===== src/rtl/rv32v_types_pkg.sv =====
// rtl/rv32v_types_pkg.sv - shared scalar writeback types and width constants
package rv32v_types_pkg;

  localparam int unsigned REG_W = 5;
  localparam int unsigned XLEN  = 32;

  typedef struct packed {
    logic [REG_W-1:0] sel;
    logic [XLEN-1:0]  data;
  } wb_entry_t;

  // x0 never counts as a match: it is neither a real source nor a real destination
  function automatic logic sel_match(input logic [REG_W-1:0] entry_sel,
                                     input logic [REG_W-1:0] chk_sel);
    return (chk_sel != '0) && (entry_sel == chk_sel);
  endfunction

endpackage


===== src/rtl/rv32v_scalar_wb_arbiter_if.sv =====
// rtl/rv32v_scalar_wb_arbiter_if.sv - scalar/vector writeback, register-file and hazard signals
interface rv32v_scalar_wb_arbiter_if #(
  parameter int DEPTH = 4
);
  import rv32v_types_pkg::*;

  localparam int CNT_W = $clog2(DEPTH) + 1;

  logic             s_wen;
  logic [REG_W-1:0] s_sel;
  logic [XLEN-1:0]  s_data;
  logic             s_stall;

  logic             v_wen;
  logic [REG_W-1:0] v_sel;
  logic [XLEN-1:0]  v_data;
  logic             v_full;

  logic             rf_wen;
  logic [REG_W-1:0] rf_sel;
  logic [XLEN-1:0]  rf_data;

  logic [REG_W-1:0] chk_rs1;
  logic [REG_W-1:0] chk_rs2;
  logic [REG_W-1:0] chk_rd;
  logic             hazard;

  logic [CNT_W-1:0] pending_cnt;
  logic             overflow;

  modport slave (
    input  s_wen, s_sel, s_data, v_wen, v_sel, v_data, chk_rs1, chk_rs2, chk_rd,
    output s_stall, v_full, rf_wen, rf_sel, rf_data, hazard, pending_cnt, overflow
  );

  modport master (
    output s_wen, s_sel, s_data, v_wen, v_sel, v_data, chk_rs1, chk_rs2, chk_rd,
    input  s_stall, v_full, rf_wen, rf_sel, rf_data, hazard, pending_cnt, overflow
  );

endinterface


===== src/rtl/rv32v_scalar_wb_arbiter_fifo.sv =====
// rtl/rv32v_scalar_wb_arbiter_fifo.sv - sync FIFO of writeback entries exposing storage for the scoreboard
module rv32v_wb_fifo
  import rv32v_types_pkg::*;
#(
  parameter int DEPTH = 4
) (
  input  logic                     i_clk,
  input  logic                     i_rst_n,
  input  logic                     i_push,
  input  wb_entry_t                i_push_entry,
  input  logic                     i_pop,
  output wb_entry_t                o_head,
  output wb_entry_t                o_entries [DEPTH],
  output logic [DEPTH-1:0]         o_valid,
  output logic [$clog2(DEPTH):0]   o_count
);

  localparam int PTR_W = $clog2(DEPTH);
  localparam int CNT_W = PTR_W + 1;

  wb_entry_t          r_mem [DEPTH];
  logic [PTR_W-1:0]   r_wr_ptr;
  logic [PTR_W-1:0]   r_rd_ptr;
  logic [CNT_W-1:0]   r_count;

  always_ff @(posedge i_clk or negedge i_rst_n) begin
    if (!i_rst_n) begin
      r_wr_ptr <= '0;
      r_rd_ptr <= '0;
      r_count  <= '0;
    end else begin
      if (i_push) r_wr_ptr <= r_wr_ptr + 1'b1;
      if (i_pop)  r_rd_ptr <= r_rd_ptr + 1'b1;
      case ({i_push, i_pop})
        2'b10:   r_count <= r_count + 1'b1;
        2'b01:   r_count <= r_count - 1'b1;
        default: r_count <= r_count;
      endcase
    end
  end

  // Storage is gated by o_valid everywhere it is observed, so it needs no reset
  always_ff @(posedge i_clk) begin
    if (i_push) r_mem[r_wr_ptr] <= i_push_entry;
  end

  for (genvar g = 0; g < DEPTH; g++) begin : g_valid
    assign o_valid[g] = CNT_W'(PTR_W'(PTR_W'(g) - r_rd_ptr)) < r_count;
  end

  assign o_head    = r_mem[r_rd_ptr];
  assign o_entries = r_mem;
  assign o_count   = r_count;

endmodule


===== src/rtl/rv32v_scalar_wb_arbiter.sv =====
// rtl/rv32v_scalar_wb_arbiter.sv - shares the scalar RF write port between scalar writeback and queued vector results
module rv32v_scalar_wb_arbiter
  import rv32v_types_pkg::*;
#(
  parameter int DEPTH      = 4,
  parameter int STARVE_MAX = 8
) (
  input  logic                      CLK,
  input  logic                      nRST,
  rv32v_scalar_wb_arbiter_if.slave  bus
);

  localparam int PTR_W = $clog2(DEPTH);
  localparam int CNT_W = PTR_W + 1;
  localparam int SC_W  = $clog2(STARVE_MAX + 1);
  localparam logic [SC_W-1:0] STARVE_LIM = SC_W'(STARVE_MAX);

  wb_entry_t        w_entries [DEPTH];
  wb_entry_t        w_head;
  wb_entry_t        w_push_entry;
  logic [DEPTH-1:0] w_valid;
  logic [CNT_W-1:0] w_count;
  logic             w_nonempty;
  logic             w_full;
  logic             w_force;
  logic             w_pop;
  logic             w_try_push;
  logic             w_push;
  logic             w_hazard;

  logic [SC_W-1:0]  r_starve;
  logic             r_overflow;

  assign w_nonempty   = (w_count != '0);
  assign w_full       = (w_count == CNT_W'(DEPTH));
  assign w_force      = (r_starve == STARVE_LIM) && w_nonempty;
  assign w_pop        = w_nonempty && (w_force || !bus.s_wen);
  assign w_try_push   = bus.v_wen && (bus.v_sel != '0);
  // A full FIFO still accepts a push when the head leaves in the same cycle
  assign w_push       = w_try_push && (!w_full || w_pop);
  assign w_push_entry = '{sel: bus.v_sel, data: bus.v_data};

  rv32v_wb_fifo #(.DEPTH(DEPTH)) u_fifo (
    .i_clk        (CLK),
    .i_rst_n      (nRST),
    .i_push       (w_push),
    .i_push_entry (w_push_entry),
    .i_pop        (w_pop),
    .o_head       (w_head),
    .o_entries    (w_entries),
    .o_valid      (w_valid),
    .o_count      (w_count)
  );

  always_comb begin
    bus.rf_wen  = 1'b0;
    bus.rf_sel  = '0;
    bus.rf_data = '0;
    bus.s_stall = 1'b0;
    if (w_force) begin
      bus.rf_wen  = 1'b1;
      bus.rf_sel  = w_head.sel;
      bus.rf_data = w_head.data;
      bus.s_stall = bus.s_wen;
    end else if (bus.s_wen) begin
      bus.rf_wen  = 1'b1;
      bus.rf_sel  = bus.s_sel;
      bus.rf_data = bus.s_data;
    end else if (w_nonempty) begin
      bus.rf_wen  = 1'b1;
      bus.rf_sel  = w_head.sel;
      bus.rf_data = w_head.data;
    end
  end

  always_ff @(posedge CLK or negedge nRST) begin
    if (!nRST) begin
      r_starve <= '0;
    end else if (w_pop || !w_nonempty) begin
      r_starve <= '0;
    end else if (bus.s_wen && (r_starve != STARVE_LIM)) begin
      r_starve <= r_starve + 1'b1;
    end
  end

  always_ff @(posedge CLK or negedge nRST) begin
    if (!nRST) begin
      r_overflow <= 1'b0;
    end else if (w_try_push && w_full && !w_pop) begin
      r_overflow <= 1'b1;
    end
  end

  // Only registered entries are compared; a same-cycle push shows up next cycle
  always_comb begin
    w_hazard = 1'b0;
    for (int i = 0; i < DEPTH; i++) begin
      if (w_valid[i] && (sel_match(w_entries[i].sel, bus.chk_rs1) ||
                         sel_match(w_entries[i].sel, bus.chk_rs2) ||
                         sel_match(w_entries[i].sel, bus.chk_rd))) begin
        w_hazard = 1'b1;
      end
    end
  end

  assign bus.hazard      = w_hazard;
  assign bus.v_full      = w_full;
  assign bus.pending_cnt = w_count;
  assign bus.overflow    = r_overflow;

endmodule


===== src/flat_wrapper.sv =====
// flat-port wrapper written by rule: the top's interface ports become plain ports
module rv32v_scalar_wb_arbiter_flat import rv32v_types_pkg::*;
#(
  parameter int DEPTH      = 4,
  parameter int STARVE_MAX = 8
)
  (CLK, nRST, bus_s_wen, bus_s_sel, bus_s_data, bus_v_wen, bus_v_sel, bus_v_data, bus_chk_rs1, bus_chk_rs2, bus_chk_rd, bus_s_stall, bus_v_full, bus_rf_wen, bus_rf_sel, bus_rf_data, bus_hazard, bus_pending_cnt, bus_overflow);
  rv32v_scalar_wb_arbiter_if #(.DEPTH(DEPTH)) bus_i ();
  input  logic CLK;
  input  logic nRST;
  input wire logic [$bits(bus_i.s_wen)-1:0] bus_s_wen;
  input wire logic [$bits(bus_i.s_sel)-1:0] bus_s_sel;
  input wire logic [$bits(bus_i.s_data)-1:0] bus_s_data;
  input wire logic [$bits(bus_i.v_wen)-1:0] bus_v_wen;
  input wire logic [$bits(bus_i.v_sel)-1:0] bus_v_sel;
  input wire logic [$bits(bus_i.v_data)-1:0] bus_v_data;
  input wire logic [$bits(bus_i.chk_rs1)-1:0] bus_chk_rs1;
  input wire logic [$bits(bus_i.chk_rs2)-1:0] bus_chk_rs2;
  input wire logic [$bits(bus_i.chk_rd)-1:0] bus_chk_rd;
  output wire logic [$bits(bus_i.s_stall)-1:0] bus_s_stall;
  output wire logic [$bits(bus_i.v_full)-1:0] bus_v_full;
  output wire logic [$bits(bus_i.rf_wen)-1:0] bus_rf_wen;
  output wire logic [$bits(bus_i.rf_sel)-1:0] bus_rf_sel;
  output wire logic [$bits(bus_i.rf_data)-1:0] bus_rf_data;
  output wire logic [$bits(bus_i.hazard)-1:0] bus_hazard;
  output wire logic [$bits(bus_i.pending_cnt)-1:0] bus_pending_cnt;
  output wire logic [$bits(bus_i.overflow)-1:0] bus_overflow;
  assign bus_i.s_wen = bus_s_wen;
  assign bus_i.s_sel = bus_s_sel;
  assign bus_i.s_data = bus_s_data;
  assign bus_i.v_wen = bus_v_wen;
  assign bus_i.v_sel = bus_v_sel;
  assign bus_i.v_data = bus_v_data;
  assign bus_i.chk_rs1 = bus_chk_rs1;
  assign bus_i.chk_rs2 = bus_chk_rs2;
  assign bus_i.chk_rd = bus_chk_rd;
  assign bus_s_stall = bus_i.s_stall;
  assign bus_v_full = bus_i.v_full;
  assign bus_rf_wen = bus_i.rf_wen;
  assign bus_rf_sel = bus_i.rf_sel;
  assign bus_rf_data = bus_i.rf_data;
  assign bus_hazard = bus_i.hazard;
  assign bus_pending_cnt = bus_i.pending_cnt;
  assign bus_overflow = bus_i.overflow;
  rv32v_scalar_wb_arbiter #(.DEPTH(DEPTH), .STARVE_MAX(STARVE_MAX)) u_core (.CLK(CLK), .nRST(nRST), .bus(bus_i));
endmodule

===== config.mk =====
export PLATFORM = sky130hd
export DESIGN_NAME = rv32v_scalar_wb_arbiter_flat
export DESIGN_NICKNAME = d
export VERILOG_FILES = /design/src/rtl/rv32v_types_pkg.sv /design/src/rtl/rv32v_scalar_wb_arbiter_if.sv /design/src/rtl/rv32v_scalar_wb_arbiter_fifo.sv /design/src/rtl/rv32v_scalar_wb_arbiter.sv /design/src/flat_wrapper.sv
export SDC_FILE = /design/constraint.sdc
export NUM_CORES = 1
export LEC_CHECK = 0
export CAP_MARGIN = 10
export CORE_ASPECT_RATIO = 1.25
export CORE_MARGIN = 3
export CORE_UTILIZATION = 54
export DETAILED_ROUTE_END_ITERATION = 7
export PLACE_DENSITY = 0.84
export SLEW_MARGIN = 30
export SYNTH_ARGS = -nofsm -noshare
export SYNTH_HDL_FRONTEND = slang
export SYNTH_SLANG_ARGS = --single-unit

===== constraint.sdc =====
create_clock -name CLK -period 4.94 [get_ports CLK]
set_input_delay 0.494 -clock CLK [delete_from_list [all_inputs] [get_ports CLK]]
set_output_delay 0.494 -clock CLK [all_outputs]
set_load 0.005 [all_outputs]

=== Word-level counts from Yosys, hierarchy flattened ===
Index checks and enable logic that the tools add are counted.

* Input bits: 93
* Flip-flop bits (word level): 160

* Bitwise operators: 2
* Add/subtract/negate cells: 9
* Equal/unequal tests: 17
* Order comparisons: 7
* Muxes and demuxes: 23
* Reduce and logical (&&, ||, !) cells: 46

{| class="wikitable"
|+ Operators by type and width
! kind !! number
|-
| 148-bit bitwise mux || 1
|-
| 37-bit 2-to-1 mux || 3
|-
| 32-bit 2-to-1 mux || 3
|-
| 37-bit binary-select mux with 2-bit select || 1
|-
| 37-bit demux with 2-bit select || 1
|-
| 5-bit equality test || 12
|-
| 1-bit logical AND || 24
|-
| 5-bit nonzero test || 4
|-
| 5-bit 2-to-1 mux || 3
|-
| 2-bit by 3-bit < comparator with 1-bit output || 4
|-
| 1-bit logical OR || 11
|-
| 1-bit 2-to-1 mux || 8
|-
| 4-bit 2-to-1 mux || 2
|-
| 3-bit greater-or-equal comparator, second input constant || 2
|-
| 2-bit inverter with 3-bit output || 2
|-
| 3-bit one-hot mux with 2 select lines || 1
|-
| 2-bit by 1-bit adder with 2-bit output, second input constant || 2
|-
| 4-bit by 1-bit adder with 4-bit output, second input constant || 1
|-
| 4-bit equality test, second input constant || 1
|-
| 1-bit zero test || 4
|-
| 4-bit != test, second input constant || 1
|-
| 2-bit nonzero test || 2
|-
| 1-bit by 2-bit subtractor with 2-bit output, first input constant || 2
|-
| 2-bit subtractor, first input constant || 2
|-
| 7 further kinds || 7
|}

=== Logic depth before layout (Yosys ltp) ===
* Depth in word-level cells: 9
* Mapped depth: 9

=== By module ===
Synthesis repeated with hierarchy kept, for this count alone.

* Cell total of the unflattened synthesis: 433
* Area, all modules: 7385.8 um^2

{| class="wikitable"
|+ By module, submodules not included
! module !! sequential area each (um^2) !! cells an instance !! area each (um^2) !! instances
|-
| rv32v_wb_fifo || 4619.4 || 246 || 5885.6 || 1
|-
| rv32v_scalar_wb_arbiter || 125.1 || 187 || 1500.2 || 1
|}

=== Worst setup path before layout ===
Ideal clock, no wire load.

* Path type: register -> register
* Start: reg u_core.r_starve[0]
* End: reg u_core.u_fifo.r_mem, in the netlist u_core.u_fifo.o_entries[0] (enable)
* Path buffers: 0
* Setup slack: 2.376 ns
* Library setup time: 0.398 ns
* Cell stages (with the launch flop): 7
* Required time: 4.542 ns
* Arrival time: 2.167 ns
* Cells stage by stage: dfrtp_1 -> inv_1 -> ha_1 -> and3b_1 -> a21boi_1 -> a21oi_2 -> and2_1

* Word-level cells in the longest chain between the ends: 6

{| class="wikitable"
|+ Ends and longest elaborated chain
! what !! line !! RTL
|-
| start, declared || rv32v_scalar_wb_arbiter.sv:31 || <nowiki>logic [SC_W-1:0] r_starve;</nowiki>
|-
| start signal, assigned || rv32v_scalar_wb_arbiter.sv:82 || <nowiki>r_starve <= r_starve + 1'b1;</nowiki>
|-
| 4-bit equality test || rv32v_scalar_wb_arbiter.sv:36 || <nowiki>assign w_force = (r_starve == STARVE_LIM) && w_nonempty;</nowiki>
|-
| 1-bit logical AND || rv32v_scalar_wb_arbiter.sv:36 ||
|-
| 1-bit logical OR || rv32v_scalar_wb_arbiter.sv:37 || <nowiki>assign w_pop = w_nonempty && (w_force || !bus.s_wen);</nowiki>
|-
| 1-bit logical AND || rv32v_scalar_wb_arbiter.sv:37 ||
|-
| 1-bit logical OR || rv32v_scalar_wb_arbiter.sv:40 || <nowiki>assign w_push = w_try_push && (!w_full || w_pop);</nowiki>
|-
| 1-bit logical AND || rv32v_scalar_wb_arbiter.sv:40 ||
|-
| end signal, assigned by index || rv32v_scalar_wb_arbiter_fifo.sv:44 || <nowiki>if (i_push) r_mem[r_wr_ptr] <= i_push_entry;</nowiki>
|-
| end, declared || rv32v_scalar_wb_arbiter_fifo.sv:21 || <nowiki>wb_entry_t r_mem [DEPTH];</nowiki>
|}

No other way between the ends.
A chain may end at the register's enable or synchronous reset.

=== Final worst setup path ===
* Start: reg u_core.u_fifo.r_count[0], in the netlist u_core.u_fifo.o_count[0]
* End: out bus_rf_data[14]

* Word-level cells in the longest chain between the ends: 4
* Elaborated cells on any way between the ends: 5

{| class="wikitable"
|+ Ends and longest elaborated chain
! what !! line !! RTL
|-
| start, declared || rv32v_scalar_wb_arbiter_fifo.sv:24 || <nowiki>logic [CNT_W-1:0] r_count;</nowiki>
|-
| start signal, assigned || rv32v_scalar_wb_arbiter_fifo.sv:35 || <nowiki>2'b10: r_count <= r_count + 1'b1;</nowiki>
|-
| start signal, assigned || rv32v_scalar_wb_arbiter_fifo.sv:36 || <nowiki>2'b01: r_count <= r_count - 1'b1;</nowiki>
|-
| start signal, assigned || rv32v_scalar_wb_arbiter_fifo.sv:37 || <nowiki>default: r_count <= r_count;</nowiki>
|-
| 3-bit nonzero test * || rv32v_scalar_wb_arbiter.sv:34 || <nowiki>assign w_nonempty = (w_count != '0);</nowiki>
|-
| 32-bit 2-to-1 mux || rv32v_scalar_wb_arbiter.sv:69 || <nowiki>end else if (w_nonempty) begin</nowiki>
|-
| 32-bit 2-to-1 mux || rv32v_scalar_wb_arbiter.sv:65 || <nowiki>end else if (bus.s_wen) begin</nowiki>
|-
| 32-bit 2-to-1 mux * || rv32v_scalar_wb_arbiter.sv:60 || <nowiki>if (w_force) begin</nowiki>
|-
| end, declared || flat_wrapper.sv:24 || <nowiki>output wire logic [$bits(bus_i.rf_data)-1:0] bus_rf_data;</nowiki>
|}

Every way passes the cells marked *; elsewhere a longest branch is shown, timed or not.

==> results.txt <==
----------------------------------------------------
[Detailed routing]
  Routed vias ... 4751
  Average vias per placed instance ... a little under 6
  Number of nets with antenna violations after routing ... 0
  Drt total wl ... 17.9 mm
  DRC violation count after routing ... 0
  Average detailed-routed wire length per instance ... between 20 and 25 um
  Number of DRC markers after the initial detailed-route iteration ... 311
  First-pass detailed-route iteration total ... 5

[CTS]
  Clock root cell ... sky130_fd_sc_hd__clkbuf_16
  Number of sinks driven by the clock tree ... 160
  Number of buffers created by CTS ... 17
  H-tree levels ... 4
  CTS clock-pin slew for the worst setup and hold paths ... roughly 70 ps
  TritonCTS clock tree ... built
  Number of buffers inserted for hold repair after clock tree synthesis ... 0
  Total setup buffers inserted after CTS ... 0
  Number of gates given a new drive strength after cts ... 0
  Clock insertion delay at the later pin of the skew report ... ~400 ps
  Maximum count of clock buffers along a single path ... 2

[STA]
  Final worst path period share ... 74.2%
  RSZ-0062 raised after global routing ... false
  Worst Max-Slew Pin Slew ... 876 ps
  Setup Skew ... around 11 ps
  Max transition margin ... 41.6%
  Number of endpoints with negative hold slack in the final report ... 0
  Final min period ... 3670 ps
  Setup TNS ... 0 ps
  Final worst hold slack ... between 400 and 500 ps
  Maximum clock frequency ... between 0.2 and 0.3 GHz
  Total of endpoints with negative setup slack in the final report ... 0
  Count of pins over their slew limit ... 0

[Yosys]
  Most area-hungry cell type in the Yosys netlist ... sky130_fd_sc_hd__edfxtp_1
  Yosys reg bits ... 160
  Synth unique cells ... 39
  Total nets after synthesis ... 608
  Cell types with the highest counts after synthesis ... 148 x sky130_fd_sc_hd__edfxtp_1, 78 x sky130_fd_sc_hd__nand2_1, 43 x sky130_fd_sc_hd__xnor2_1, 37 x sky130_fd_sc_hd__mux4_2, 31 x sky130_fd_sc_hd__a21oi_1
  Share of synthesized flip-flops with an asynchronous set or reset ... 7.50%
  Top flip-flop cell by instance count after synthesis ... sky130_fd_sc_hd__edfxtp_1
  Seq/Total Area, Yosys ... 63.8%
  Area share of the largest cell type after synthesis ... 59.8%
  Yosys Warn Count ... 0
  Average footprint of a synthesized cell ... 14.8 sq um
  Cell count after synthesis ... 504
  EDFF count, synth ... around 150
  Synth area leaders ... sky130_fd_sc_hd__edfxtp_1 60%, sky130_fd_sc_hd__mux4_2 11%, sky130_fd_sc_hd__xnor2_1 5.1%
  Most common cell in the synthesized netlist ... sky130_fd_sc_hd__edfxtp_1
  Summed instance area of the synthesized netlist ... 0.00743 sq mm

[Worst setup path]
  Worst EP arrival ... 3170 ps
  Series of cell instances along the critical path ... or3_4 > a21bo_2 > buf_4 > nand2_1 > a21oi_1 > clkdlybuf4s50_1
  Startpoint class of the critical path ... flip-flop
  Standard cell with the maximum stage delay on the critical path ... sky130_fd_sc_hd__a21bo_2
  Required arrival time at the worst endpoint ... 4450 ps
  Register-to-register setup slack ... 2110 ps
  Largest fanout on the critical path ... 31
  Slowest Stage Delay on Critical Path ... approximately 700 ps
  Crit-path leading delay family ... compound AO/OA/AOI/OAI gates
  Worst path bufs/invs ... 2
  Category of the worst setup path capture point ... output pin
  Type of the worst setup path ... reg2out

[GRT]
  Total global routing track utilization ... 24.4%
  Maximum number of pins on one net before global-route repair ... 38
  Antenna violations before repair ... 1
  Number of global-route vias before repair ... 5145
  Global-route wire length before repair ... roughly 28 mm
  Leftover overflow at the end of global routing ... 0

[Power]
  Switching component of the power ... 1.49 mW
  Sw frac ... 31.1%
  Power density over cell area ... between 500 and 600 mW/mm^2
  Maximum vdd drop ... 305 uV
  Combinational fraction of design power ... roughly a third
  Reg power frac ... a little over two fifths
  Clock network fraction of total power ... 25.1%
  Leakage power total ... ~3.3 nW
  Total power consumption of the routed design ... 4.79 mW
  Cell-internal power ... 3.30 mW

[Final layout]
  Layout overhead on the synthesized area ... 27.8%
  Multi-input combinational cell area ... 0.00252 sq mm
  Fraction of layout instances using a drive strength above 1 ... between 10 and 15%
  Fill cell count ... between 800 and 900
  FF+latch area ... around 0.0047 sq mm
  NumNets Final ... 734

[Die]
  Starting density of the core ... 55.7%
  Vertical die dimension ... 137 um
  Number of placed I/O pins ... about 140
  Num rows ... 47
  Core ar. ... between 0.01 and 0.015 sq mm
  Overall die width ... 111 um
  Full die area ... 0.0152 sq mm

[Hold path]
  Class of the tightest hold or removal check ... in2async

[Placement]
  I/O Buffers ... roughly 140
  Dpl hpwl ... 12.3 mm
  Weighted congestion reported at the end of routability-driven placement ... 1.04

[Job]
  Count of maximum capacitance violations ... 0

[Status]
  Run status ... finished, final reports clean

----------------------------------------------------
[registers in the layout, summed over array words and instances, names as in the netlist]
signal and flops:
u_core.u_fifo.o_count 3, u_core.r_starve 4, u_core.bus.overflow 1, u_core.u_fifo.r_rd_ptr 2
u_core.u_fifo.r_wr_ptr 2, u_core.u_fifo.o_entries 148
[routing by layer]
| metal | GRT usage (%) | wire [um] |
|---|---|---|
| met5 | 0 | 0 |
| met4 | 13.2 | 529 |
| met3 | 4.88 | 845 |
| met2 | 42.4 | 9560 |
| met1 | 29.0 | 6970 |
[through the flow]
stage | util, % | cell area [sq um] | setup WS, ps | std cells
floorplan | - | 7430 | 2380 | 504
global placement | 66.8 | 8910 | 1430 | 780
detailed placement | 67.0 | 8950 | 1570 | 782
CTS | 71.1 | 9500 | 1280 | 814
global route | 71.2 | 9500 | 1110 | 815
finish | 71.2 | 9500 | 1270 | 815
[worst register-to-register path: cells and delay by family, from the launching register on]
| family | cells | cell delay, ps |
|---|---|---|
| simple gates | 3 | 1140 |
| compound gates | 2 | 560 |
| flops | 1 | 490 |
| fa+ha+maj | 1 | 370 |
| xor+xnor | 1 | 150 |
[cell usage in the layout (no fill, tap or decap), types with 3 or more instances in the layout]
cell,n
sky130_fd_sc_hd__and3_1,3
sky130_fd_sc_hd__ha_1,10
sky130_fd_sc_hd__nor2_1,7
sky130_fd_sc_hd__o32ai_1,4
sky130_fd_sc_hd__and2_4,4
sky130_fd_sc_hd__clkdlybuf4s50_1,137
sky130_fd_sc_hd__nand2_1,78
sky130_fd_sc_hd__buf_4,4
sky130_fd_sc_hd__xnor2_1,43
sky130_fd_sc_hd__edfxtp_1,148
sky130_fd_sc_hd__inv_8,4
sky130_fd_sc_hd__clkbuf_16,17
sky130_fd_sc_hd__dfrtp_1,10
sky130_fd_sc_hd__mux4_2,37
sky130_fd_sc_hd__nor4_1,12
sky130_fd_sc_hd__clkinv_4,3
sky130_fd_sc_hd__nand3_1,23
sky130_fd_sc_hd__a21oi_1,31
sky130_fd_sc_hd__xor2_1,25
sky130_fd_sc_hd__clkinvlp_4,3
sky130_fd_sc_hd__inv_1,8
sky130_fd_sc_hd__or4_1,4
[power by group through the flow]
stage / logic (mW) / registers (mW) / clock network, mW
floorplan: 1.03 / 1.90 / 0
global placement: 1.53 / 2.03 / 0
detailed placement: 1.57 / 2.05 / 0
CTS: 1.58 / 2.03 / 1.21
global route: 1.70 / 2.06 / 1.27
finish: 1.57 / 2.02 / 1.20
[path summary, 6_finish.rpt]
check                           cells past startpoint                      from                         to
max in group asynchronous                           1                      nRST  u_core.u_fifo.r_rd_ptr[1]
worst max-delay path                                6  u_core.u_fifo.o_count[0]            bus_rf_data[14]
worst min-delay path                                1                      nRST   u_core.u_fifo.o_count[0]
worst max register to register                      7  u_core.u_fifo.o_count[2]   u_core.u_fifo.o_count[2]
worst min register to register                      1       u_core.bus.overflow        u_core.bus.overflow
min in group CLK                                    1       u_core.bus.overflow        u_core.bus.overflow
[cell type report]
| class | instances | area share, % |
|---|---|---|
| clock inverter | 15 | 1.32 |
| clock buffer | 17 | 4.48 |
| inverter | 8 | 0.316 |
| antenna | 1 | 0.0263 |
| timing repair buffer | 143 | 15.1 |
| sequential | 160 | 50.0 |
| multi-input combinational | 300 | 26.6 |
| tap | 171 | 2.25 |
[kinds of logic (layout without fill, tap and decap cells)]
family,count (synthesis),count (layout),synth area share [%]
DFF,160,160,63.8
and+or+nand+nor,140,140,8.84
xor gates and xnor gates,68,68,8.01
buffers and inverters,44,183,2.52
AOI/OAI and AO/OA,43,43,3.50
muxes,38,38,11.4
adders and majority gates,11,11,1.95
other,0,1,0
Note: power is estimated with default switching activity, not from simulation.
